<file path="src/rtl/input_framer.sv">
// Purpose: captures one string and one pattern from the char stream and pre-classifies pattern metachars into a matcher job.
// Latency: job_valid rises on the edge that samples the first idle cycle after the last pattern char.
// Backpressure: job held stable in ISSUE until job_ready; chars arriving meanwhile are dropped and flagged in err[2].
module input_framer #(
    parameter int STR_MAX = 32,
    parameter int PAT_MAX = 8,
    parameter int DATA_W  = 8
) (
    input  logic                             clk,
    input  logic                             reset,
    input  logic [DATA_W-1:0]                chardata,
    input  logic                             isstring,
    input  logic                             ispattern,
    output logic                             job_valid,
    input  logic                             job_ready,
    output logic [STR_MAX*DATA_W-1:0]        str_data,
    output logic [$clog2(STR_MAX+1)-1:0]     str_len,
    output logic [PAT_MAX*DATA_W-1:0]        pat_data,
    output logic [$clog2(PAT_MAX+1)-1:0]     pat_len,
    output logic [PAT_MAX-1:0]               pat_dot_mask,
    output logic [PAT_MAX-1:0]               pat_star_mask,
    output logic                             pat_head,
    output logic                             pat_tail,
    output logic                             busy,
    output logic [2:0]                       err
);

    localparam int SLW = $clog2(STR_MAX + 1);
    localparam int PLW = $clog2(PAT_MAX + 1);

    localparam logic [DATA_W-1:0] CH_DOT    = DATA_W'(8'h2E);
    localparam logic [DATA_W-1:0] CH_STAR   = DATA_W'(8'h2A);
    localparam logic [DATA_W-1:0] CH_CARET  = DATA_W'(8'h5E);
    localparam logic [DATA_W-1:0] CH_DOLLAR = DATA_W'(8'h24);

    typedef enum logic [1:0] {
        IDLE,
        LD_STR,
        LD_PAT,
        ISSUE
    } state_t;

    state_t state;

    // Capture FSM: loads string/pattern buffers, classifies pattern chars as they land, and holds the job in ISSUE.
    always_ff @(posedge clk) begin
        if (!reset) begin
            state         <= IDLE;
            job_valid     <= 1'b0;
            busy          <= 1'b0;
            str_data      <= '0;
            str_len       <= '0;
            pat_data      <= '0;
            pat_len       <= '0;
            pat_dot_mask  <= '0;
            pat_star_mask <= '0;
            pat_head      <= 1'b0;
            pat_tail      <= 1'b0;
            err           <= 3'b000;
        end else if (state == ISSUE) begin
            // Job bus is frozen here; any incoming char is lost.
            if (isstring || ispattern) begin
                err[2] <= 1'b1;
            end
            if (job_ready) begin
                state     <= IDLE;
                job_valid <= 1'b0;
                busy      <= 1'b0;
            end
        end else if (isstring) begin
            // String wins over a simultaneous pattern char; a string during pattern load abandons the pattern.
            if (ispattern || state == LD_PAT) begin
                err[1] <= 1'b1;
            end
            if (state == LD_STR) begin
                if (str_len == SLW'(STR_MAX)) begin
                    err[0] <= 1'b1;
                end else begin
                    for (int i = 0; i < STR_MAX; i++) begin
                        if (str_len == SLW'(i)) begin
                            str_data[i*DATA_W +: DATA_W] <= chardata;
                        end
                    end
                    str_len <= str_len + SLW'(1);
                end
            end else begin
                str_data <= {{((STR_MAX-1)*DATA_W){1'b0}}, chardata};
                str_len  <= SLW'(1);
            end
            state <= LD_STR;
        end else if (ispattern) begin
            if (state == LD_PAT) begin
                if (pat_len == PLW'(PAT_MAX)) begin
                    err[0] <= 1'b1;
                end else begin
                    for (int i = 0; i < PAT_MAX; i++) begin
                        if (pat_len == PLW'(i)) begin
                            pat_data[i*DATA_W +: DATA_W] <= chardata;
                            pat_dot_mask[i]              <= (chardata == CH_DOT);
                            pat_star_mask[i]             <= (chardata == CH_STAR);
                        end
                    end
                    pat_len  <= pat_len + PLW'(1);
                    pat_tail <= (chardata == CH_DOLLAR);
                end
            end else begin
                pat_data      <= {{((PAT_MAX-1)*DATA_W){1'b0}}, chardata};
                pat_len       <= PLW'(1);
                pat_dot_mask  <= {{(PAT_MAX-1){1'b0}}, (chardata == CH_DOT)};
                pat_star_mask <= {{(PAT_MAX-1){1'b0}}, (chardata == CH_STAR)};
                pat_head      <= (chardata == CH_CARET);
                pat_tail      <= (chardata == CH_DOLLAR);
            end
            state <= LD_PAT;
        end else begin
            // An idle cycle closes a pattern into a job; after a string it just returns to IDLE with the string kept.
            if (state == LD_PAT) begin
                state     <= ISSUE;
                job_valid <= 1'b1;
                busy      <= 1'b1;
            end else begin
                state <= IDLE;
            end
        end
    end

endmodule

</file>
<file path="config.mk">
export PLATFORM = sky130hd
export DESIGN_NAME = input_framer
export DESIGN_NICKNAME = d
export VERILOG_FILES = /design/src/rtl/input_framer.sv
export SDC_FILE = /design/constraint.sdc
export NUM_CORES = 1
export LEC_CHECK = 0
export ABC_CLOCK_PERIOD_IN_PS = 4500
export BUFFER_PORTS_ARGS = -buffer_cell sky130_fd_sc_hd__buf_2
export CAP_MARGIN = 10
export CORE_AREA = 2 2 155 157
export DETAILED_ROUTE_END_ITERATION = 10
export DIE_AREA = 0 0 157 159
export PLACE_DENSITY = 0.83
export SLEW_MARGIN = 10
export SYNTH_ARGS = -nofsm -noshare
export SYNTH_HDL_FRONTEND = slang
export SYNTH_SLANG_ARGS = --single-unit
</file>
<file path="constraint.sdc">
create_clock -name clk -period 4.5 [get_ports clk]
set_input_delay 0.9 -clock clk [delete_from_list [all_inputs] [get_ports clk]]
set_output_delay 0.9 -clock clk [all_outputs]
set_load 0.02 [all_outputs]
</file>
# == After elaboration in Yosys (flattened, before gate mapping) ==
# Cells that the tools add are included.
# Widths: inputs -> output; s select.
# classes
addsub,2
n_shift,0
order_cmp,0
multipliers,0
n_reduce_logical,55
muxes,86
n_eq_ne,94
bitwise,3
n_div,0
# op_table
cell,n
$mux 256,2
$mux 8,44
$reduce_and 4->1,35
$mux 64,2
$eq 6x5->1 const B,16
$ne 2x1->1 const B,36
$eq 6x4->1 const B,8
$reduce_and 5->1,8
$mux 1,29
$eq 6x3->1 const B,4
$eq 8x6->1 const B,3
$ne 2x2->1 const B,11
$eq 4x3->1 const B,4
$eq 6x2->1 const B,2
$mux 6,2
$mux 2,5
$eq 4x2->1 const B,2
$eq 8x7->1 const B,1
$mux 4,2
$reduce_bool 2->1,4
$add 6x1->6 const B,1
$eq 6x1->1 const B,1
$eq 6x6->1 const B,1
$logic_not 6->1,1
11 further kinds,16
# totals
n_memories,0
wordCells,305
reg_bits,354
output_inout_bits,353
rom_bits,0
ramBits,0
in_bits,13
latch_bits,0

# == Longest topological paths before layout ==
# depth
word_depth,5
depth_mapped,8
ltp_nobuf,6

# == Worst setup path before layout ==
# No wires, ideal clock.
# synth_path
kind,in2reg
start,input port isstring
end,register str_data[166]
arrival_time_ns,2.050
slack_ns,2.321
n_path_buf,3
required_time_ns,4.371
stages,7
cell_sequence,buf_4 a21boi_1 buf_2 nand4_1 clkbuf_1 nand3_1 o21ai_0
# synth_between
elab_chain_len,1
# synth_rtl
element,line_no,rtl
from (decl),12,"input logic isstring,"
$reduce_and 4->1 (no source line),-,
"to (signal, indexed assignment)",81,str_data[i*DATA_W +: DATA_W] <= chardata;
to (signal assigned),87,"str_data <= {{((STR_MAX-1)*DATA_W){1'b0}}, chardata};"
to (decl),16,"output logic [STR_MAX*DATA_W-1:0] str_data,"
# No other way between the ends.
# A chain may end at the register's enable or synchronous reset.

# == Worst setup path in the final report ==
# layout_path
start,input port isstring
end,register str_data[156]
# The elaborated chain is that of the path after synthesis.

==> impl_metrics.json <==
{
  "status": "complete, no violations",
  "hold_class": "reg -> reg",
  "syn_area_per_cell_sq_um": 9.35,
  "syn2layout_area_growth_pct": 24.9,
  "cp_num_buf_inv": 1,
  "viasPerCell": 5.69,
  "grt_pass1_vias": 10600,
  "p_clk_frac": 0.475,
  "path_cells": "buf_2 -> a21boi_1 -> nand4_1 -> nand3_1 -> o21ai_0",
  "track_usage": 0.298,
  "synth_nets": 1372,
  "critPathLaunchType": "primary input",
  "relSlewSlack": 0.226,
  "synth_cell_type_count": 44,
  "ctsRootBufferMaster": "clkbuf_16",
  "finalCriticalPeriod_ns": 2.95,
  "insertion_delay_ns": 0.53,
  "cts_hold_buf": 0,
  "slowest_delay_ns": 0.93,
  "rows": 56,
  "n_antenna_cell": 0,
  "layout-drive-gt1-share": 0.285,
  "postRouteAntennaNets": 0,
  "drt_first_pass_iters": 8,
  "fillers": 1803,
  "netSwitchingFraction": 0.231,
  "post-cts-setup-buffers": 0,
  "worst-r2r-setup-slack_ns": 1.55,
  "port_buffers": 365,
  "stdcell_count": 2001,
  "hold_violations": 0,
  "synth-seq-cells": 354,
  "place_congestion": 0.876,
  "ys_warn_count": 0,
  "avgRoutedWirePerCell_um": 19.5,
  "h-tree-depth": 2,
  "intPower_mw": 5.05,
  "share_comb_of_total_power": 0.043,
  "grt_max_degree": 72,
  "cts-resized-gates": 0,
  "netlist_area_sq_mm": 0.0126,
  "rsz0062_at_grt": "no",
  "hpwlAfterDp_um": 25800,
  "leakagePower_nw": 6.68,
  "fp.dieH_um": 159,
  "timing_worst_setup_path_type": "in -> reg",
  "core-area_sq_mm": 0.0232,
  "antenna_found_initial": 0,
  "ir_drop_uv": 424,
  "ys_seq_area_frac": 0.561,
  "cp.arrival_ns": 3.32,
  "dieArea_sq_mm": 0.0250,
  "async_reset_ff_frac": 0,
  "clockBufferDepth": 3,
  "cts_tree": "done",
  "cpLargestDelayFamily": "simple AND/OR/NAND/NOR gates",
  "crit_required_ns": 4.87,
  "tightest_slew_ns": 1.16,
  "fin_tns_setup_ns": 0,
  "power_mw": 6.57,
  "switching_power_mw": 1.52,
  "dpl.cell_count": 1936,
  "drt-initial-drc-count": 883,
  "routed_wl_um": 39100,
  "finalClockSkew_ns": 0.0270,
  "final_nets": 1676,
  "cts_sinks": 354,
  "finalSetupViolCount": 0,
  "grt_pass1_wl_um": 59300,
  "slew_violations": 0,
  "drc_errors": 0,
  "vias": 11400,
  "period_share": 0.656,
  "ios": 366,
  "max_cap_viol_count": 0,
  "power_density_mw_per_mm2": 417,
  "clk_pin_slew_ns": 0.06,
  "start_util": 0.545,
  "syn_inst": 1351,
  "fmax_ghz": 0.339,
  "crit_fanout": 21,
  "synth_edf_count": 0,
  "fp.dieW_um": 157,
  "mostFrequentLayoutCells": "buf_2, dfxtp_1, o21ai_0",
  "grt_overflow_total": 0,
  "p_seq_frac": 0.483,
  "ys.flop_type": "dfxtp_1",
  "critPathSlowestCell": "a21boi_1",
  "final_common_cell": "buf_2",
  "cp-end-kind": "flop",
  "cts_made_buffers": 36
}
[final cells by class]
| cell class | count | area (sq um) | area share |
|---|---|---|---|
| inverters | 6 | 22.5 | 0.00143 |
| multi-input cells | 870 | 5020 | 0.318 |
| flip-flops and latches | 354 | 7090 | 0.449 |
| clock inverters | 19 | 228 | 0.0144 |
| repair buffers | 387 | 2010 | 0.127 |
| clock buffers | 46 | 1010 | 0.0640 |
| well taps | 319 | 399 | 0.0253 |
[state kept, by name (all words and copies together) (netlist names), 2 cells and up]
name / count
str_data: 256
pat_data: 64
pat_dot_mask: 8
pat_star_mask: 8
str_len: 6
pat_len: 4
err: 3
state: 2
[power by group through the flow]
stage	Clock, mW	Combinational, mW	Sequential (mW)
6_report	3.12	0.281	3.17
5_1_grt	3.25	0.301	3.17
4_1_cts	3.13	0.277	3.17
3_5_place_dp	0	0.276	3.24
3_3_place_gp	0	0.272	3.24
2_1_floorplan	0	0.161	3.26
[stage by stage]
| stage | util | setup WS (ns) | area (sq um) | hold WS [ns] |
|---|---|---|---|---|
| final | 0.680 | 1.55 | 15800 | 0.445 |
| after global placement | 0.627 | 1.22 | 14500 | 0.433 |
| after detailed placement | 0.627 | 1.15 | 14500 | 0.436 |
| after CTS | 0.680 | 1.62 | 15800 | 0.445 |
| after global routing | 0.680 | 1.31 | 15800 | 0.474 |
| after floorplan | - | 2.32 | 12600 | 0.522 |
[routing by layer]
metal / GRT usage / wire length, um
met3: 0.0792 / 3510
met5: 0 / 0
met2: 0.480 / 17900
met1: 0.376 / 15700
met4: 0.132 / 1880
[logic make-up after synthesis]
kind of cell,count (synthesis),synth area share
xor gates and xnor gates,6,0.00416
muxes,112,0.0904
and+or+nand+nor,491,0.190
DFF,354,0.561
AOI/OAI and AO/OA,253,0.105
adders and majority gates,8,0.00793
buffers and inverters,127,0.0418
[final timing paths]
path	from	cells past startpoint	to
min	err[1]	2	err[1]
max	isstring	5	str_data[156]
min reg2reg	err[1]	2	err[1]
max reg2reg	state[0]	5	str_data[128]
[Yosys cell counts, types with 2 or more instances]
master | n | area share
nand3_1 | 220 | 0.087
nand2_1 | 156 | 0.046
nor3_4 | 3 | 0.0039
buf_1 | 9 | 0.0027
nand4b_1 | 3 | 0.0021
nor4b_1 | 2 | 0.0014
ha_1 | 8 | 0.0079
nor2_1 | 30 | 0.0089
nand2b_1 | 6 | 0.0030
xor2_1 | 6 | 0.0042
or3b_1 | 2 | 0.0014
buf_4 | 5 | 0.0030
nor3b_1 | 2 | 0.0012
nor2b_1 | 6 | 0.0030
dfxtp_1 | 354 | 0.56
mux2i_1 | 96 | 0.076
and2_1 | 8 | 0.0040
nor4bb_1 | 2 | 0.0016
nor2_2 | 8 | 0.0040
mux2_2 | 16 | 0.014
o21ai_0 | 226 | 0.090
buf_2 | 26 | 0.010
and3_1 | 2 | 0.00099
inv_1 | 5 | 0.0015
and4_1 | 2 | 0.0014
a21oi_1 | 8 | 0.0032
clkbuf_1 | 81 | 0.024
a31oi_1 | 9 | 0.0045
nand4_1 | 35 | 0.017
[worst min-delay path, cell delays in order, from the launching register on]
cell and delay, ns:
dfxtp_1 0.31, inv_1 0.05, a21oi_1 0.05
Note: power is estimated with default switching activity, not from simulation.
